===== src/rtl/a2g_pkg.sv =====
// Shared constants for the analog-to-button mapper: default thresholds,
// debounce depth, channel indices and the debounce counter width helper.
package a2g_pkg;

  localparam int TH_HI_DEF     = 2000;
  localparam int TH_LO_DEF     = 1000;
  localparam int DEB_COUNT_DEF = 4;

  localparam int CH_LEFT  = 0;
  localparam int CH_RIGHT = 1;

  // Counter must hold 0..DEB_COUNT-1; one extra code keeps DEB_COUNT=1 at 1 bit.
  function automatic int cnt_w(input int deb_count);
    return $clog2(deb_count + 1);
  endfunction

endpackage


===== src/rtl/analog2game_ctrl_if.sv =====
// Sample input and button/LED output bundle between the XADC sampler
// (master) and the analog2game controller (slave).
interface analog2game_ctrl_if #(
  parameter int N_CH   = 2,
  parameter int DATA_W = 16
);
  logic                   sample_valid;
  logic [N_CH*DATA_W-1:0] sample_data;
  logic [N_CH-1:0]        btn_lr;
  logic [N_CH-1:0]        btn_press;
  logic [N_CH-1:0]        btn_release;
  logic                   chord;
  logic [N_CH-1:0]        led;

  modport master (
    output sample_valid, sample_data,
    input  btn_lr, btn_press, btn_release, chord, led
  );

  modport slave (
    input  sample_valid, sample_data,
    output btn_lr, btn_press, btn_release, chord, led
  );
endinterface


===== src/rtl/a2g_channel.sv =====
// One analog channel: hysteresis comparator into raw_q, then a debounce
// counter that flips the stable level after DEB_COUNT disagreeing samples.
module a2g_channel
  import a2g_pkg::*;
#(
  parameter int DATA_W    = 16,
  parameter int TH_HI     = TH_HI_DEF,
  parameter int TH_LO     = TH_LO_DEF,
  parameter int DEB_COUNT = DEB_COUNT_DEF
) (
  input  logic              clk,
  input  logic              rst_n,
  input  logic              sample_valid,
  input  logic              v_q,
  input  logic [DATA_W-1:0] data,
  output logic              stable,
  output logic              press,
  output logic              rls
);

  localparam int            CW       = cnt_w(DEB_COUNT);
  localparam logic [CW-1:0] CNT_LAST = CW'(DEB_COUNT - 1);

  logic          raw_q;
  logic [CW-1:0] cnt;

  // Between the thresholds raw_q holds its previous value.
  always_ff @(posedge clk or negedge rst_n) begin
    if (!rst_n) begin
      raw_q <= 1'b0;
    end else if (sample_valid) begin
      if (data >= DATA_W'(TH_HI)) begin
        raw_q <= 1'b1;
      end else if (data <= DATA_W'(TH_LO)) begin
        raw_q <= 1'b0;
      end
    end
  end

  always_ff @(posedge clk or negedge rst_n) begin
    if (!rst_n) begin
      stable <= 1'b0;
      cnt    <= '0;
      press  <= 1'b0;
      rls    <= 1'b0;
    end else begin
      press <= 1'b0;
      rls   <= 1'b0;
      if (v_q) begin
        if (raw_q == stable) begin
          cnt <= '0;
        end else if (cnt == CNT_LAST) begin
          stable <= raw_q;
          cnt    <= '0;
          press  <= raw_q;
          rls    <= ~raw_q;
        end else begin
          cnt <= cnt + 1'b1;
        end
      end
    end
  end

endmodule


===== src/rtl/analog2game_ctrl.sv =====
// Maps N_CH ADC channels to debounced buttons with press/release pulses,
// chord detection/masking and LED drive.
module analog2game_ctrl
  import a2g_pkg::*;
#(
  parameter int N_CH      = 2,
  parameter int DATA_W    = 16,
  parameter int TH_HI     = TH_HI_DEF,
  parameter int TH_LO     = TH_LO_DEF,
  parameter int DEB_COUNT = DEB_COUNT_DEF,
  parameter int CHORD_EN  = 1,
  parameter int CHORD_MIN = 2
) (
  input logic               CLK100MHZ,
  input logic               CPU_RESETN,
  analog2game_ctrl_if.slave bus
);

  logic            v_q;
  logic [N_CH-1:0] stable;
  logic [N_CH-1:0] press;
  logic [N_CH-1:0] rls;
  logic            chord;
  int              pop;

  // Stage-2 enable: the debounce acts on raw_q one cycle after the sample.
  always_ff @(posedge CLK100MHZ or negedge CPU_RESETN) begin
    if (!CPU_RESETN) begin
      v_q <= 1'b0;
    end else begin
      v_q <= bus.sample_valid;
    end
  end

  for (genvar ch = 0; ch < N_CH; ch++) begin : g_ch
    a2g_channel #(
      .DATA_W    (DATA_W),
      .TH_HI     (TH_HI),
      .TH_LO     (TH_LO),
      .DEB_COUNT (DEB_COUNT)
    ) u_ch (
      .clk          (CLK100MHZ),
      .rst_n        (CPU_RESETN),
      .sample_valid (bus.sample_valid),
      .v_q          (v_q),
      .data         (bus.sample_data[ch*DATA_W +: DATA_W]),
      .stable       (stable[ch]),
      .press        (press[ch]),
      .rls          (rls[ch])
    );
  end

  always_comb begin
    pop = 0;
    for (int i = 0; i < N_CH; i++) begin
      pop = pop + int'(stable[i]);
    end
    chord = (CHORD_EN != 0) && (pop >= CHORD_MIN);
  end

  // Pulses follow the unmasked stable levels so chord entry still reports a press.
  assign bus.chord       = chord;
  assign bus.btn_lr      = chord ? '0 : stable;
  assign bus.led         = chord ? '1 : stable;
  assign bus.btn_press   = press;
  assign bus.btn_release = rls;

endmodule


===== src/flat_wrapper.sv =====
// flat-port wrapper written by rule: the top's interface ports become plain ports
module analog2game_ctrl_flat import a2g_pkg::*;
#(
  parameter int N_CH      = 2,
  parameter int DATA_W    = 16,
  parameter int TH_HI     = TH_HI_DEF,
  parameter int TH_LO     = TH_LO_DEF,
  parameter int DEB_COUNT = DEB_COUNT_DEF,
  parameter int CHORD_EN  = 1,
  parameter int CHORD_MIN = 2
)
  (CLK100MHZ, CPU_RESETN, bus_sample_valid, bus_sample_data, bus_btn_lr, bus_btn_press, bus_btn_release, bus_chord, bus_led);
  analog2game_ctrl_if #(.N_CH(N_CH), .DATA_W(DATA_W)) bus_i ();
  input logic CLK100MHZ;
  input logic CPU_RESETN;
  input wire logic [$bits(bus_i.sample_valid)-1:0] bus_sample_valid;
  input wire logic [$bits(bus_i.sample_data)-1:0] bus_sample_data;
  output wire logic [$bits(bus_i.btn_lr)-1:0] bus_btn_lr;
  output wire logic [$bits(bus_i.btn_press)-1:0] bus_btn_press;
  output wire logic [$bits(bus_i.btn_release)-1:0] bus_btn_release;
  output wire logic [$bits(bus_i.chord)-1:0] bus_chord;
  output wire logic [$bits(bus_i.led)-1:0] bus_led;
  assign bus_i.sample_valid = bus_sample_valid;
  assign bus_i.sample_data = bus_sample_data;
  assign bus_btn_lr = bus_i.btn_lr;
  assign bus_btn_press = bus_i.btn_press;
  assign bus_btn_release = bus_i.btn_release;
  assign bus_chord = bus_i.chord;
  assign bus_led = bus_i.led;
  analog2game_ctrl #(.N_CH(N_CH), .DATA_W(DATA_W), .TH_HI(TH_HI), .TH_LO(TH_LO), .DEB_COUNT(DEB_COUNT), .CHORD_EN(CHORD_EN), .CHORD_MIN(CHORD_MIN)) u_core (.CLK100MHZ(CLK100MHZ), .CPU_RESETN(CPU_RESETN), .bus(bus_i));
endmodule

===== config.mk =====
export PLATFORM = sky130hd
export DESIGN_NAME = analog2game_ctrl_flat
export DESIGN_NICKNAME = d
export VERILOG_FILES = /design/src/rtl/a2g_pkg.sv /design/src/rtl/analog2game_ctrl_if.sv /design/src/rtl/a2g_channel.sv /design/src/rtl/analog2game_ctrl.sv /design/src/flat_wrapper.sv
export SDC_FILE = /design/constraint.sdc
export NUM_CORES = 1
export LEC_CHECK = 0
export ABC_CLOCK_PERIOD_IN_PS = 1300
export BUFFER_PORTS_ARGS = -buffer_cell sky130_fd_sc_hd__buf_2
export CAP_MARGIN = 20
export CORE_ASPECT_RATIO = 0.8
export CORE_MARGIN = 2
export CORE_UTILIZATION = 41
export DETAILED_ROUTE_END_ITERATION = 10
export PLACE_DENSITY = 0.76
export SYNTH_ARGS = -nofsm -noshare
export SYNTH_HDL_FRONTEND = slang
export SYNTH_HIERARCHICAL = 1
export SYNTH_SLANG_ARGS = --single-unit

===== constraint.sdc =====
create_clock -name CLK100MHZ -period 1.3 [get_ports CLK100MHZ]
set_input_delay 0 -clock CLK100MHZ [delete_from_list [all_inputs] [get_ports CLK100MHZ]]
set_output_delay 0 -clock CLK100MHZ [all_outputs]
set_load 0.02 [all_outputs]

# --- Yosys cells after proc, flatten, opt, wreduce, memory -nomap -nowiden ---
# Cells that the tools add are included.
word_totals:
  inputBits: 35
  reg_bits: 15
op_classes:
  reduce_logical: 6
  bitwise: 4
  n_lt_le_gt_ge: 5
  n_mux: 22
  n_eq_ne: 4
  add_sub_neg: 3
ops:
  columns: ["cell", "n"]
  rows:
  - ["greater-or-equal comparator 16 x 11 -> 1 bit, second input constant", 2]
  - ["greater-or-equal comparator 32 x 3 -> 1 bit, second input constant", 1]
  - ["less-or-equal comparator 16 x 10 -> 1 bit, second input constant", 2]
  - ["two-way mux 1 bit", 16]
  - ["two-way mux 3 bit", 4]
  - ["adder 3 x 1 -> 3 bit, second input constant", 2]
  - ["== test 3 x 2 -> 1 bit, second input constant", 2]
  - ["AND reduction 3 bit", 2]
  - ["two-way mux 2 bit", 2]
  - ["inverter 1 bit", 4]
  - ["AND reduction 2 bit", 2]
  - ["nonzero test 2 bit", 2]
  - ["adder 1 x 1 -> 2 bit", 1]
  - ["== test 1 bit", 2]

# --- Logic depth before layout (Yosys ltp) ---
# Gate-level depths: netlist of the first run.
logic_depth:
  depth_word: 4
  mapped_depth: 4

# --- Hierarchy ---
# Netlist of the first run, hierarchy kept.
modules_own_cells:
  columns: ["module", "cells_per_inst", "area_each_um2", "instances"]
  rows:
  - ["a2g_channel", 32, 344.1, 2]
  - ["analog2game_ctrl", 6, 55.1, 1]

# --- Worst setup path after synthesis of the first run ---
# OpenSTA, ideal clock, no wires.
synth_timing:
  kind: "flip-flop to flip-flop"
  from: "register u_core.g_ch[0].u_ch.cnt[0]"
  to: "register u_core.g_ch[0].u_ch.stable"
  slack_ns: 0.158
  setup_ns: 0.125
  required_time_ns: 1.175
  stages_incl_launch_ff: 4
  synth_period_minus_slack_ns: 1.142
  arrival_time_ns: 1.017
  n_path_buf: 0
  cell_sequence: "dfrtp_1 ha_1 nand3b_1 mux2_2"
synth_via:
  elab_chain_len: 2
synth_lines:
  columns: ["element", "line_no", "rtl"]
  rows:
  - ["start: declaration", "a2g_channel.sv:25", "logic [CW-1:0] cnt;"]
  - ["start signal: assignment", "a2g_channel.sv:58", "cnt <= cnt + 1'b1;"]
  - ["== test 3 x 2 -> 1 bit", "a2g_channel.sv:52", "end else if (cnt == CNT_LAST) begin"]
  - ["AND reduction 3 bit (no line)", null, null]
  - ["end signal: assignment", "a2g_channel.sv:53", "stable <= raw_q;"]
  - ["end: declaration", "a2g_channel.sv:16", "output logic stable,"]
# Every way passes these cells.
# A chain may end at the register's enable or synchronous reset.

# --- Worst setup path in the final report of the first run ---
layout_timing:
  from: "register u_core.g_ch[1].u_ch.cnt[0]"
  to: "register u_core.g_ch[1].u_ch.stable"
layout_via:
  elab_chain_len: 2
layout_lines:
  columns: ["element", "line_no"]
  rows:
  - ["start: declaration", "a2g_channel.sv:25"]
  - ["start signal: assignment", "a2g_channel.sv:58"]
  - ["== test 3 x 2 -> 1 bit", "a2g_channel.sv:52"]
  - ["AND reduction 3 bit (no line)", null]
  - ["end signal: assignment", "a2g_channel.sv:53"]
  - ["end: declaration", "a2g_channel.sv:16"]
# Every way passes these cells.

==> flow_metrics.py, run 1 <==
metrics = {
    "logic_synthesis": {
        "synth_area_um2": 743.2,
        "synth_edf_count": 0,
        "synth_area_leaders": "dfrtp_1 51%, nor3b_1 4.0%, o211ai_1 4.0%",
        "yosysWarningCount": 6,
        "yosysTopAreaCell": "dfrtp_1",
        "ys_types": 24,
        "postSynthCellCount": 70,
        "async_flop_share": 1.000,
        "yosysMostFrequentCell": "dfrtp_1",
        "avgSynthCellArea_um2": 10.62,
        "ys.flop_type": "dfrtp_1",
        "yosys_register_bits": 15,
        "yosysSeqAreaShare": 0.5051,
        "syn_nets": 107,
        "synth_top_cell_area_share": 0.5051,
    },
    "clocking": {
        "clock-root-buffer": "clkbuf_4",
        "h-tree-depth": 1,
        "ctsLongestPathBuffers": 2,
        "clk_pin_slew_ns": 0.09,
        "cts_made_buffers": 3,
        "insertion_delay_ns": 0.28,
        "cts.sinks": 15,
        "cts_tree": "done",
    },
    "cells_and_area": {
        "area_growth_pct": 41.08,
        "nets": 158,
        "diodes": 0,
        "drive_above_1_share": 0.4667,
        "fin_util": 0.6320,
    },
    "critical_path": {
        "crit_slowest_cell": "dfrtp_1",
        "cp-end-kind": "register",
        "cp.arrival_ns": 1.42,
        "path_buf_inv": 0,
        "worstSetupStartpoint": "u_core/g_ch[1].u_ch/cnt[0]",
        "crit_family": "flip-flops",
        "path_class": "reg -> reg",
        "path_cells": "ha_1, nand3b_1, mux2_2",
        "max_stage_delay_ns": 0.41,
        "worstSetupStartpointType": "register",
        "r2r-start": "u_core/g_ch[1].u_ch/cnt[0]",
        "cp.required_ns": 1.48,
        "cp_max_fo": 3,
    },
    "route": {
        "firstDrtPassIters": 4,
        "drt_iter0_markers": 15,
        "drc": 0,
        "postRouteAntennaNets": 0,
        "vias_per_cell": 5.092,
        "wl_um": 1747,
        "wire_per_inst_um": 12.30,
        "vias": 723,
    },
    "die": {
        "core-area_um2": 1659,
        "die_h_um": 42.08,
        "io_pins": 44,
        "rows": 13,
        "die_area_um2": 2171,
        "die_x_um": 51.60,
        "initial_utilization": 0.4480,
    },
    "global_route": {
        "grt_pass1_vias": 767,
        "antenna_found_initial": 0,
        "grt_max_degree": 16,
        "grt.total_usage": 0.1865,
        "grt_pass1_wl_um": 2953,
        "grt_overflow_total": 0,
    },
    "timing": {
        "worst_pin_slew_ns": 0.3553,
        "layout_worst_path_cycle_share": 0.9604,
        "fmax_ghz": 0.8010,
        "setup_viol": 0,
        "slew_violations": 0,
        "fin_crit_ns": 1.248,
        "relSlewSlack": 0.7632,
        "finalClockSkew_ns": 0.006079,
        "setup_slack_ns": 0.05153,
        "finalHoldViolCount": 0,
    },
    "pwr": {
        "leakage_nw": 0.5150,
        "peakVddDrop_mv": 0.6671,
        "powerDensity_nw_per_um2": 1512,
    },
    "min_path": {
        "hold_class": "in -> reg",
        "hp-start": "bus_sample_data[10]",
    },
    "place": {
        "gp_congestion": 0.7648,
        "pre_cts_slack_ns": 0.08056,
        "hpwl_um": 1392,
        "port_buffers": 43,
    },
    "status": {
        "status": "completed",
    },
    "job": {
        "drv_cap": 0,
    },
}
power breakdown:
group / switching, mW / internal (mW) / total [mW] / leakage [nW]
Sequential: 0.0722 / 0.553 / 0.626 / 0.190
Clock: 0.154 / 0.114 / 0.268 / 0.0177
Combinational: 0.368 / 0.323 / 0.691 / 0.307
final timing paths:
kind | endpoint | slack (ns) | cells past startpoint
max reg2reg | u_core/g_ch[1].u_ch/stable | 0.05 | 3
max in group asynchronous | u_core/g_ch[1].u_ch/cnt[0] | 0.92 | 2
min in group asynchronous | u_core/g_ch[1].u_ch/cnt[1] | 0.13 | 2
max | u_core/g_ch[1].u_ch/stable | 0.05 | 3
min | u_core/g_ch[0].u_ch/raw_q | 0.04 | 3
min reg2reg | u_core/g_ch[0].u_ch/cnt[2] | 0.51 | 1
layout make-up:
cell class / instances / area (um2)
timing repair buffer: 48 / 257.7
tap: 22 / 27.53
clock inverter: 1 / 5.005
inverter: 4 / 15.01
fill: 159 / 610.6
multi-input combinational: 49 / 345.3
clock buffer: 3 / 22.52
sequential: 15 / 375.4
registers in the layout, summed over array words and instances (netlist names):
signal	count
u_core/g_ch.u_ch/press	2
u_core/g_ch.u_ch/cnt	6
u_core/g_ch.u_ch/stable	2
u_core/g_ch.u_ch/raw_q	2
u_core/g_ch.u_ch/rls	2
u_core/v_q	1
worst reg2reg max path, cell delays in order, from the launching register on:
cell and delay, ns:
dfrtp_1 0.41, ha_1 0.24, nand3b_1 0.14, mux2_2 0.36
routing by layer:
| layer | global-route usage | share of wire |
|---|---|---|
| met2 | 0.3359 | 0.51 |
| met5 | 0 | 0 |
| met3 | 0.04643 | 0.073 |
| met1 | 0.1959 | 0.40 |
| met4 | 0.1000 | 0.018 |
what timing repair did:
| item | CTS | global route |
|---|---|---|
| buffers inserted | 0 | 1 |
| gates resized for setup | 0 | 0 |
| setup endpoints to repair | 0 | 1 |
| hold buffers | 2 | 0 |
| endpoints found under the hold margin | 16 | 0 |
placed cells by master, fill, tap and decap left out, types with 3 or more instances in the layout:
cell type and count:
buf_2 43, buf_4 3, clkbuf_4 3, dfrtp_1 15, inv_1 4, nand2b_1 4, nor3b_1 4, o211ai_1 4
o21ai_0 4, o22ai_1 4
stage by stage:
stage               hold slack [ns]  instances  power [mW]  cell area (um2)  setup TNS (ns)
finish                      0.03679        142       1.585             1049               0
global route                0.05742        142       1.679             1049       -0.004196
CTS                         0.03509        141       1.573             1041               0
detailed placement         -0.08112        135       1.288            993.5               0
global placement           -0.08020        135       1.234            993.5               0
floorplan                   -0.2956         70       1.029            743.2               0
kinds of logic (layout without fill, tap and decap cells):
family	Yosys count	count (layout)	synth area share
flops	15	15	0.5051
xor+xnor	2	2	0.02357
compound gates	14	14	0.1279
fa+ha+maj	2	2	0.03366
simple gates	29	29	0.2492
mux	2	2	0.03030
buf+inv	6	56	0.03030
Note: power is estimated with default switching activity, not from simulation.
==> run 2, diff against run 1 <==
Settings changed: REMOVE_ABC_BUFFERS from default to 1.
==> flow_metrics.py, run 2 (synthesized netlist as in run 1, its figures left out) <==
metrics = {
    "pwr": {
        "leakage_nw": 0.5029,
        "powerDensity_nw_per_um2": 1455,
        "power_mw": 1.508,
        "peakVddDrop_mv": 0.6903,
    },
    "cells_and_area": {
        "regMostFlops": "u_core/g_ch.u_ch/cnt",
        "drive_above_1_share": 0.4661,
        "fin_cells": 140,
        "final_cell_mix": "43 x buf_2, 15 x dfrtp_1",
        "nets": 156,
        "final_common_cell": "buf_2",
        "design_area_um2": 1036,
        "diodes": 0,
        "nFillCells": 149,
        "largest_reg_flops": 6,
        "area_growth_pct": 39.39,
    },
    "route": {
        "firstDrtPassIters": 4,
        "postRouteAntennaNets": 0,
        "drt_iter0_markers": 8,
        "vias_per_cell": 5.214,
        "wire_per_inst_um": 11.55,
        "drc": 0,
        "vias": 730,
        "wl_um": 1617,
    },
    "min_path": {
        "hold_class": "in -> reg",
    },
    "critical_path": {
        "worstSetupStartpointType": "register",
        "cp.arrival_ns": 1.39,
        "cp-end-kind": "register",
        "cp_max_fo": 3,
        "cp.required_ns": 1.46,
        "path_class": "reg -> reg",
        "reg2reg_slack_ns": 0.07,
    },
    "clocking": {
        "post_cts_buffers": 0,
        "cts_tree": "done",
        "cts.sinks": 15,
        "h-tree-depth": 1,
        "insertion_delay_ns": 0.27,
        "clock-root-buffer": "clkbuf_4",
        "ctsLongestPathBuffers": 2,
        "clk_pin_slew_ns": 0.09,
        "cts_made_buffers": 3,
    },
    "global_route": {
        "grt_max_degree": 16,
        "grt_overflow_total": 0,
        "grt.total_usage": 0.1643,
        "grt_pass1_vias": 689,
        "antenna_found_initial": 0,
        "grt_pass1_wl_um": 2711,
    },
    "timing": {
        "finalHoldViolCount": 0,
        "relSlewSlack": 0.7674,
        "fmax_ghz": 0.8140,
        "slew_violations": 0,
        "layout_worst_path_cycle_share": 0.9450,
        "setup_viol": 0,
        "fin_crit_ns": 1.228,
        "worst_pin_slew_ns": 0.3489,
        "finalClockSkew_ns": 0.003612,
        "rsz0062_at_grt": "false",
        "hold_ws_ns": 0.04831,
        "tns_ns": 0,
    },
    "die": {
        "die_area_um2": 2171,
        "core-area_um2": 1659,
        "initial_utilization": 0.4480,
        "die_h_um": 42.08,
        "io_pins": 44,
        "die_x_um": 51.60,
        "rows": 13,
    },
    "place": {
        "place_inst": 134,
        "placed_area_um2": 985.9,
        "gp_congestion": 0.7174,
        "port_buffers": 43,
    },
    "status": {
        "status": "completed",
    },
    "job": {
        "drv_cap": 0,
    },
}
-- run 2: cell types whose count changed in the layout (fill, tap and decap cells not counted), sizes merged --
| cell | previous run | this run |
|---|---|---|
| buf | 46 | 44 |
-- run 2: metrics by stage --
| step | setup WS (ns) | util |
|---|---|---|
| after floorplan | 0.1580 | - |
| after global placement | 0.1413 | 0.5943 |
| after detailed placement | 0.08390 | 0.5943 |
| after CTS | 0.06680 | 0.6229 |
| after global routing | 0.03693 | 0.6244 |
| final | 0.07150 | 0.6244 |
-- run 2: power by group --
part,internal [mW],switching (mW),total [mW]
sequential,0.553,0.0832,0.636
clock,0.114,0.144,0.258
combinational,0.287,0.326,0.614
total,0.954,0.553,1.51
-- run 2: worst paths after layout --
| check | from | end | cells past startpoint |
|---|---|---|---|
| worst max-delay path | u_core/g_ch[1].u_ch/cnt[0] | u_core/g_ch[1].u_ch/stable | 3 |
| worst min-delay path | bus_sample_data[26] | u_core/g_ch[1].u_ch/raw_q | 3 |
| worst max register to register | u_core/g_ch[1].u_ch/cnt[0] | u_core/g_ch[1].u_ch/stable | 3 |
| worst min register to register | u_core/g_ch[0].u_ch/cnt[2] | u_core/g_ch[0].u_ch/cnt[2] | 1 |
| max in group asynchronous | CPU_RESETN | u_core/g_ch[0].u_ch/rls | 2 |
| min in group asynchronous | CPU_RESETN | u_core/g_ch[1].u_ch/rls | 2 |
-- run 2: area by class of cell --
cell class | instances | area, um2 | share of cell area
tap | 22 | 27.53 | 0.02657
inverter | 4 | 15.01 | 0.01449
clock inverter | 1 | 5.005 | 0.004831
clock buffer | 3 | 22.52 | 0.02174
timing repair buffer | 46 | 242.7 | 0.2343
multi-input combinational | 49 | 347.8 | 0.3358
sequential | 15 | 375.4 | 0.3623
-- run 2: repair_timing --
item / 4_1_cts / 5_1_grt
hold buffers: 2 / 0
resized for setup: 0 / 1
endpoints found under the hold margin: 16 / 0
endpoints found under the setup margin: 0 / 1
-- run 2: critical path, cell delays in order (launching register included) --
cell      delay (ns)
dfrtp_1         0.40
ha_1            0.23
nand3b_1        0.14
mux2_2          0.35
-- run 2: per-layer routing --
metal / vias up / track usage / part of all wire
met1: 339 / 0.1785 / 0.39
met5: - / 0 / 0
li1: 355 / - / -
met3: 2 / 0.03214 / 0.084
met2: 34 / 0.3000 / 0.51
met4: 0 / 0.07895 / 0.0080
==> run 3, diff against run 2 <==
Settings changed: PLACE_DENSITY 0.76 to 0.86.
==> flow_metrics.py, run 3 (synthesized netlist as in run 1, its figures left out) <==
metrics = {
    "status": {
        "status": "completed",
    },
    "critical_path": {
        "reg2reg_slack_ns": 0.08,
        "r2r-start": "u_core/g_ch[0].u_ch/cnt[0]",
        "cp.required_ns": 1.47,
        "worstSetupStartpointType": "register",
        "reg2regPathDepth": 3,
        "worstSetupStartpoint": "u_core/g_ch[0].u_ch/cnt[0]",
        "cp_max_fo": 3,
        "cp-end-kind": "register",
        "cp.arrival_ns": 1.39,
        "worstReg2RegEnd": "u_core/g_ch[0].u_ch/stable",
        "path_class": "reg -> reg",
    },
    "place": {
        "placed_area_um2": 993.5,
        "port_buffers": 43,
        "gp_congestion": 0.7794,
    },
    "timing": {
        "layout_worst_path_cycle_share": 0.9380,
        "finalHoldViolCount": 0,
        "slew_violations": 0,
        "rsz0062_at_grt": "false",
        "setup_viol": 0,
        "relSlewSlack": 0.7827,
        "fmax_ghz": 0.8201,
        "tns_ns": 0,
        "fin_crit_ns": 1.219,
        "worst_pin_slew_ns": 0.3259,
        "finalClockSkew_ns": 0.004793,
    },
    "route": {
        "postRouteAntennaNets": 0,
        "wire_per_inst_um": 11.26,
        "drt_iter0_markers": 9,
        "drc": 0,
        "vias_per_cell": 5.092,
        "vias": 718,
        "top_layer": "met4",
        "wl_um": 1587,
        "firstDrtPassIters": 2,
        "met1Wirelength_um": 644,
        "dr_wl_met2_um": 761,
        "wl_met3_um": 153,
    },
    "clocking": {
        "ctsLongestPathBuffers": 2,
        "h-tree-depth": 1,
        "clk_pin_slew_ns": 0.09,
        "cts_resized": 0,
        "post_cts_buffers": 0,
        "insertion_delay_ns": 0.28,
        "cts_tree": "done",
        "cts.sinks": 15,
        "cts_made_buffers": 3,
        "cts_hold_buf": 2,
        "clock-root-buffer": "clkbuf_4",
    },
    "cells_and_area": {
        "regArea_um2": 375.4,
        "design_area_um2": 1041,
        "multi_input_area_um2": 345.3,
        "largest_reg_flops": 6,
        "diodes": 0,
        "area_growth_pct": 40.07,
        "nets": 157,
        "fin_util": 0.6275,
        "nFillCells": 151,
        "drive_above_1_share": 0.4622,
        "final_common_cell": "buf_2",
        "regMostFlops": "u_core/g_ch.u_ch/cnt",
        "final_cell_mix": "43 x buf_2, 15 x dfrtp_1",
    },
    "die": {
        "die_x_um": 51.60,
        "initial_utilization": 0.4480,
        "io_pins": 44,
        "core-area_um2": 1659,
        "rows": 13,
        "die_h_um": 42.08,
        "die_area_um2": 2171,
    },
    "min_path": {
        "min_to": "u_core/g_ch[0].u_ch/raw_q",
        "hold_class": "in -> reg",
        "hold_depth": 3,
        "hp-start": "bus_sample_data[10]",
    },
    "global_route": {
        "grt_overflow_total": 0,
        "grt_pass1_vias": 691,
        "grt_pass1_wl_um": 2546,
        "antenna_found_initial": 0,
        "grt.total_usage": 0.1603,
        "grt_max_degree": 16,
    },
    "job": {
        "drv_cap": 0,
    },
    "pwr": {
        "powerDensity_nw_per_um2": 1440,
        "peakVddDrop_mv": 0.6785,
        "leakage_nw": 0.5100,
    },
}
## run 3: changes by cell type in the layout (fill, tap and decap cells not counted)
| cell | before | now |
|---|---|---|
| buf_4 | 1 | 2 |
| ha_1 | 1 | 2 |
| ha_2 | 1 | 0 |
## run 3: worst max-delay path by stage
stage,to,cells after the start
2_1_floorplan,u_core/g_ch[0].u_ch/stable,3
3_3_place_gp,u_core/g_ch[0].u_ch/stable,3
3_5_place_dp,u_core/g_ch[0].u_ch/stable,3
4_1_cts,u_core/g_ch[0].u_ch/stable,3
5_1_grt,u_core/g_ch[1].u_ch/stable,3
6_report,u_core/g_ch[0].u_ch/stable,3
## run 3: stage by stage
stage | worst slack (ns) | hold WS [ns] | power [mW] | std cells
detailed placement | 0.09297 | -0.08182 | 1.251 | 135
floorplan | 0.1580 | -0.2956 | 1.010 | 68
global route | 0.04116 | 0.04727 | 1.600 | 141
finish | 0.08057 | 0.04944 | 1.499 | 141
global placement | 0.1419 | -0.08590 | 1.215 | 135
CTS | 0.07719 | 0.04057 | 1.520 | 141
## run 3: area by class of cell
class	instances	area share
Inverter	4	0.01442
Tap cell	22	0.02644
Multi-Input combinational cell	49	0.3317
Clock inverter	1	0.004808
Sequential cell	15	0.3606
Clock buffer	3	0.02163
Timing Repair Buffer	47	0.2404
## run 3: report_power, final
part	leakage, nW	internal (mW)	switching [mW]
sequential	0.190	0.553	0.0804
combinational	0.302	0.287	0.322
clock	0.0177	0.114	0.142
total	0.510	0.954	0.545
## run 3: per-layer routing
layer	vias to the layer above	GRT usage
met5	-	0
met4	0	0.07895
met3	2	0.05714
met2	37	0.2897
met1	325	0.1595
li1	354	-
## run 3: critical path, stage by stage (launching register included)
cell and delay [ns]:
dfrtp_1 0.39, ha_1 0.23, nand3b_1 0.14, mux2_2 0.35
